===== src/rtl/decode_queue.sv =====
// ---------------------------------------------------------------------------
// decode_queue
//   Instruction buffer between the fetch and decode stages of an RV32I
//   pipeline. It holds up to DEPTH {instr, pc} pairs in a circular buffer and
//   presents the head entry already split into its decode fields.
//
//   Optional feature macro: DECODE_IMM_GEN_EN
//     defined     -> out_imm is the sign-extended RV32I immediate chosen by
//                    the head opcode (I/S/B/U/J formats, 0 otherwise)
//     not defined -> out_imm is the raw instr[31:7] field, zero-extended
//
// Parameters
//   DEPTH  number of entries (power of two, >= 2)
//   PC_W   width of the carried PC
//
// Ports
//   clk, rst          rising-edge clock, asynchronous active-high reset
//   flush             synchronous discard of every entry (wins over push/pop)
//   in_valid/in_ready fetch-side handshake; in_ready = (count != DEPTH)
//   in_instr, in_pc   word offered by fetch
//   out_valid/out_ready decode-side handshake; out_valid = (count != 0)
//   out_pc, out_rs1, out_rs2, out_rd, out_opcode, out_funct3, out_funct7
//                     slices of the head entry
//   out_imm           immediate of the head entry (see macro above)
//   count             current occupancy
// ---------------------------------------------------------------------------
module decode_queue #(
    parameter int DEPTH = 4,
    parameter int PC_W  = 32
) (
    input  logic                       clk,
    input  logic                       rst,
    input  logic                       flush,
    input  logic                       in_valid,
    output logic                       in_ready,
    input  logic [31:0]                in_instr,
    input  logic [PC_W-1:0]            in_pc,
    output logic                       out_valid,
    input  logic                       out_ready,
    output logic [PC_W-1:0]            out_pc,
    output logic [4:0]                 out_rs1,
    output logic [4:0]                 out_rs2,
    output logic [4:0]                 out_rd,
    output logic [6:0]                 out_opcode,
    output logic [2:0]                 out_funct3,
    output logic [6:0]                 out_funct7,
    output logic [31:0]                out_imm,
    output logic [$clog2(DEPTH+1)-1:0] count
);

    localparam int AW = $clog2(DEPTH);
    localparam int CW = $clog2(DEPTH + 1);

    logic [31:0]     instr_mem [DEPTH];
    logic [PC_W-1:0] pc_mem    [DEPTH];

    logic [AW-1:0] wr_ptr_reg;
    logic [AW-1:0] rd_ptr_reg;
    logic [AW-1:0] wr_ptr_next;
    logic [AW-1:0] rd_ptr_next;
    logic [CW-1:0] count_reg;
    logic [CW-1:0] count_next;

    logic push;
    logic pop;
    logic [31:0] head_instr;

    // in_ready depends only on the registered count, so a pop in the same
    // cycle never lets a push through while full.
    assign in_ready  = (count_reg != CW'(DEPTH));
    assign out_valid = (count_reg != '0);
    assign push      = in_valid & in_ready;
    assign pop       = out_valid & out_ready;
    assign count     = count_reg;

    // Storage entries are cleared by reset so that the head slices read zero
    // immediately after rst, with no gating on the output path.
    generate
        for (genvar gi = 0; gi < DEPTH; gi++) begin : g_entry
            always_ff @(posedge clk or posedge rst) begin
                if (rst) begin
                    instr_mem[gi] <= '0;
                    pc_mem[gi]    <= '0;
                end else if (push && !flush && (wr_ptr_reg == AW'(gi))) begin
                    instr_mem[gi] <= in_instr;
                    pc_mem[gi]    <= in_pc;
                end
            end
        end
    endgenerate

    always_comb begin
        wr_ptr_next = wr_ptr_reg;
        rd_ptr_next = rd_ptr_reg;
        count_next  = count_reg;
        if (flush) begin
            wr_ptr_next = '0;
            rd_ptr_next = '0;
            count_next  = '0;
        end else begin
            // Pointers wrap through natural AW-bit overflow.
            if (push) begin
                wr_ptr_next = wr_ptr_reg + AW'(1);
            end
            if (pop) begin
                rd_ptr_next = rd_ptr_reg + AW'(1);
            end
            case ({push, pop})
                2'b10:   count_next = count_reg + CW'(1);
                2'b01:   count_next = count_reg - CW'(1);
                default: count_next = count_reg;
            endcase
        end
    end

    always_ff @(posedge clk or posedge rst) begin
        if (rst) begin
            wr_ptr_reg <= '0;
            rd_ptr_reg <= '0;
            count_reg  <= '0;
        end else begin
            wr_ptr_reg <= wr_ptr_next;
            rd_ptr_reg <= rd_ptr_next;
            count_reg  <= count_next;
        end
    end

    // Head decode: pure slices of registered storage.
    assign head_instr = instr_mem[rd_ptr_reg];
    assign out_pc     = pc_mem[rd_ptr_reg];
    assign out_rs1    = head_instr[19:15];
    assign out_rs2    = head_instr[24:20];
    assign out_rd     = head_instr[11:7];
    assign out_opcode = head_instr[6:0];
    assign out_funct3 = head_instr[14:12];
    assign out_funct7 = head_instr[31:25];

`ifdef DECODE_IMM_GEN_EN
    always_comb begin
        out_imm = '0;
        case (head_instr[6:0])
            7'b0000011, 7'b0010011, 7'b1100111:
                out_imm = {{20{head_instr[31]}}, head_instr[31:20]};
            7'b0100011:
                out_imm = {{20{head_instr[31]}}, head_instr[31:25], head_instr[11:7]};
            7'b1100011:
                out_imm = {{19{head_instr[31]}}, head_instr[31], head_instr[7],
                           head_instr[30:25], head_instr[11:8], 1'b0};
            7'b0110111, 7'b0010111:
                out_imm = {head_instr[31:12], 12'b0};
            7'b1101111:
                out_imm = {{11{head_instr[31]}}, head_instr[31], head_instr[19:12],
                           head_instr[20], head_instr[30:21], 1'b0};
            default:
                out_imm = '0;
        endcase
    end
`else
    assign out_imm = {7'b0, head_instr[31:7]};
`endif

endmodule


===== config.mk =====
export PLATFORM = sky130hd
export DESIGN_NAME = decode_queue
export DESIGN_NICKNAME = d
export VERILOG_FILES = /design/src/rtl/decode_queue.sv
export SDC_FILE = /design/constraint.sdc
export NUM_CORES = 1
export LEC_CHECK = 0
export CORE_UTILIZATION = 40
export DETAILED_ROUTE_END_ITERATION = 10
export MAX_ROUTING_LAYER = met4
export PLACE_DENSITY = 0.69
export RECOVER_POWER = 100
export SLEW_MARGIN = 20
export SYNTH_ARGS = -nofsm -noshare
export SYNTH_HDL_FRONTEND = slang
export SYNTH_SLANG_ARGS = --single-unit

===== constraint.sdc =====
create_clock -name clk -period 10.8 [get_ports clk]
set_input_delay 2.16 -clock clk [delete_from_list [all_inputs] [get_ports clk]]
set_output_delay 2.16 -clock clk [all_outputs]
set_load 0.01 [all_outputs]

# Word-level counts from Yosys, hierarchy flattened
# Cells that the tools add are included.
# word_totals
reg_bits	263
word_cells	48
# op_classes
addsub	4
magnitude_cmp	1
reduce_logical	11
mux	12
bitwise	3
n_eq_ne	6
# ops
cell	n
32-bit binary-select mux with 2-bit select	2
32-bit 2-to-1 mux	4
2-bit 2-to-1 mux	4
2-bit == test, second input constant	3
3-bit one-hot mux with 2 select lines	1
3-bit nonzero test	2
1-bit logical AND	5
2-bit by 1-bit adder with 2-bit output, second input constant	2
2-bit by 1-bit == test with 1-bit output, second input constant	2
2-bit nonzero test	2
3-bit by 1-bit adder with 3-bit output, second input constant	1
3-bit greater-or-equal comparator, second input constant	1
3-bit 2-to-1 mux	1
3-bit != test, second input constant	1
2-bit inverter with 3-bit output	1
3-bit by 1-bit subtractor with 3-bit output, second input constant	1
1-bit bitwise AND	2
2-bit zero test	1
1-bit zero test	1

# Depth between registers and ports, before layout
# depth
word_depth	5
ltp_mapped	7
mapped_depth_nobuf	6

# Worst setup path before layout
# Ideal clock, no wire load.
# synth_timing
kind	register -> output
from	reg rd_ptr_reg[0]
to	out out_imm[18]
stages_incl_launch_ff	5
slack_ns	7.089
arrival_ns	1.551
path_cell_list	dfrtp_1 -> buf_2 -> buf_4 -> mux4_2 -> buf_4
# synth_via
elab_chain_len	4
# synth_lines
item	line	source
from (decl)	58	logic [AW-1:0] rd_ptr_reg;
from (signal assigned)	123	rd_ptr_reg <= rd_ptr_next;
2-bit inverter with 3-bit output (not written as such)	129	assign head_instr = instr_mem[rd_ptr_reg];
32-bit binary-select mux with 2-bit select	129	
32-bit 2-to-1 mux (not written as such) (2 in a row)	129	
to (decl)	47	output logic [31:0] out_imm,
# No other way between the ends. The select of a mux whose other input is x is not followed.

==> qor.csv <==
metric,value,unit
status,"complete, but fails checks",
violations,"max-capacitance violations, max-slew violations",
cts_tree,yes,
slew_headroom,-253,%
synth.distinct_cells,40,
crit_slowest_cell,clkinvlp_2,
die_x,179,µm
drv_cap,7,
rsz0062_at_grt,no,
nets,921,
cts.clk_slew.worst_paths,60,ps
dieHeight,179,µm
antenna_found_initial,0,
slowest_delay,2920,ps
synth_async_sr_flop_share,100,%
finalCritPeriodShare,61.0,%
cts_hold_buffers,0,
wire_per_inst,19.3,µm
hold_ws,486,ps
reg2reg_slack,5780,ps
tns,0,ps
drc,0,
grt_overflow_total,0,
hold_viol_final,0,
rows,64,
synth_seq_cells,263,
synth.avg_cell_area,17.5,µm²
grt_pass1_vias,7008,
cts_resized,0,
antenna_left,0,
cp_top_family,buffers and inverters,
wirelength,24400,µm
synth_edf_count,0,
start_kind,primary input,
final_cells,1266,
detail_route.iter0.violations,346,
reg2reg_depth,5,
drive_gt1_share,26.8,%
io_buffers,162,
syn_area,12500,µm²
place.gp.congestion,0.732,
tightest_slew,5260,ps
die_area,32000,µm²
clock_skew,9.00,ps
required,9920,ps
dp_cells,1211,
area_growth_syn_to_layout,16.2,%
hold_class,register to register,
power.leakage,0.00633,µW
post-route-min-period,6590,ps
numCtsBuffers,30,
drt-pass1-iter-count,4,
critPathArrivalTime,5710,ps
crit_chain,dlygate4sd3_1 -> clkinvlp_2,
path_buf_inv,2,
critPathCaptureType,asynchronous set/reset pin,
h-tree-depth,1,
hpwlAfterDp,14500,µm
crit_fanout,115,
crit_cells,2,
avgViaCountPerCell,5.07,
path_class,primary input to asynchronous set/reset pin,
postCtsSetupBuffers,0,
clock_sinks,263,
ys_seq_area_share,52.5,%
grt_util_all_layers,16.3,%
grt_pass1_wl,39500,µm
grt_max_degree,116,
start_util,40.8,%
clock_latency,540,ps
synth_cells,715,
setup_viol,0,
power.density,254,nW/µm²
min_path_cells,1,
yosys_warnings,0,
fmax,0.152,GHz
clockRootBuffer,clkbuf_16,
clockBufferDepth,3,
coreArea,30700,µm²
utilization,47.4,%
num_vias,6423,
report.final.slew_viol_count,334,
peakVddDrop,0.000119,V
finalPower,3690,µW
io_pins,170,
antenna_cells,0,
synth_ff_type,dfrtp_1,
==> layer usage <==
layer | global-route usage [%] | share of wire [%] | up-vias | routed length, µm
met5 | - | 0 | - | 0
met4 | 3.50 | 1.3 | 0 | 318
met3 | 2.91 | 4.6 | 29 | 1130
li1 | - | - | 2866 | -
met1 | 22.7 | 47 | 3400 | 11400
met2 | 24.9 | 47 | 128 | 11600
==> cells by family after synthesis <==
family / after synthesis / synth area share (%)
AOI/OAI and AO/OA: 17 / 0.859
adders and majority gates: 5 / 0.559
buffers and inverters: 82 / 6.04
muxes: 320 / 38.1
other: 1 / 0.0299
xor gates and xnor gates: 3 / 0.210
DFF: 263 / 52.5
and+or+nand+nor: 24 / 1.64
==> per-stage QoR <==
stage / worst slack [ps] / instance area [µm²]
after floorplan: 1400 / 12500
final: 4210 / 14500
after detailed placement: 5720 / 14000
after global routing: 3140 / 14500
after global placement: 5780 / 14000
after CTS: 5230 / 15100
==> layout by cell type, fill, tap and decap left out, types with 3 or more instances in the layout <==
cell / count
mux2_2: 110
clkbuf_8: 6
clkbuf_16: 31
ha_1: 4
clkbuf_1: 11
a21oi_1: 6
mux2_4: 3
clkdlybuf4s50_1: 68
clkinv_2: 5
bufinv_16: 5
o21ai_0: 3
dfrtp_1: 262
inv_1: 4
buf_4: 4
nand3_1: 7
mux2_1: 143
conb_1: 7
mux4_2: 64
nand2b_1: 5
dlygate4sd3_1: 94
==> cells in the mapped netlist, types with 2 or more instances <==
cell type  instances  area (µm²)
dfrtp_1          263        6580
mux2_4           120        1800
mux2_2           110        1240
mux4_2            64        1440
buf_4             36         270
mux2_1            26         293
buf_6             14         158
buf_12            12         240
buf_2              9        45.0
a21oi_1            6        30.0
inv_1              5        18.8
nand2b_1           5        31.3
ha_1               4        50.1
nand3_4            4        70.1
buf_1              3        11.3
nand3_1            3        15.0
o21ai_0            3        15.0
clkbuf_1           2        7.51
nand3b_1           2        15.0
nor2_1             2        7.51
or3_1              2        12.5
xor2_1             2        17.5
==> worst paths after layout <==
| check | start | to |
|---|---|---|
| max in group clk | in_valid | instr_mem[43] |
| worst min-delay path | pc_mem[93] | pc_mem[93] |
| worst min register to register | pc_mem[93] | pc_mem[93] |
| worst max-delay path | rst | rd_ptr_reg[1] |
| min in group asynchronous | rst | instr_mem[80] |
| worst max register to register | count[2] | instr_mem[43] |
==> layout make-up <==
type / count / area [µm²]
repair buffers: 170 / 1670
multi-input cells: 376 / 4710
flip-flops and latches: 263 / 6590
clock inverters: 11 / 184
inverters: 6 / 26.3
well taps: 396 / 495
clock buffers: 44 / 885
fillers: 2697 / 16100
==> power by group <==
group          total (µW)  internal (µW)  switching (µW)
clock                1080            684             399
combinational        1080            678             401
sequential           1530           1340             189
Note: power is estimated with default switching activity, not from simulation.
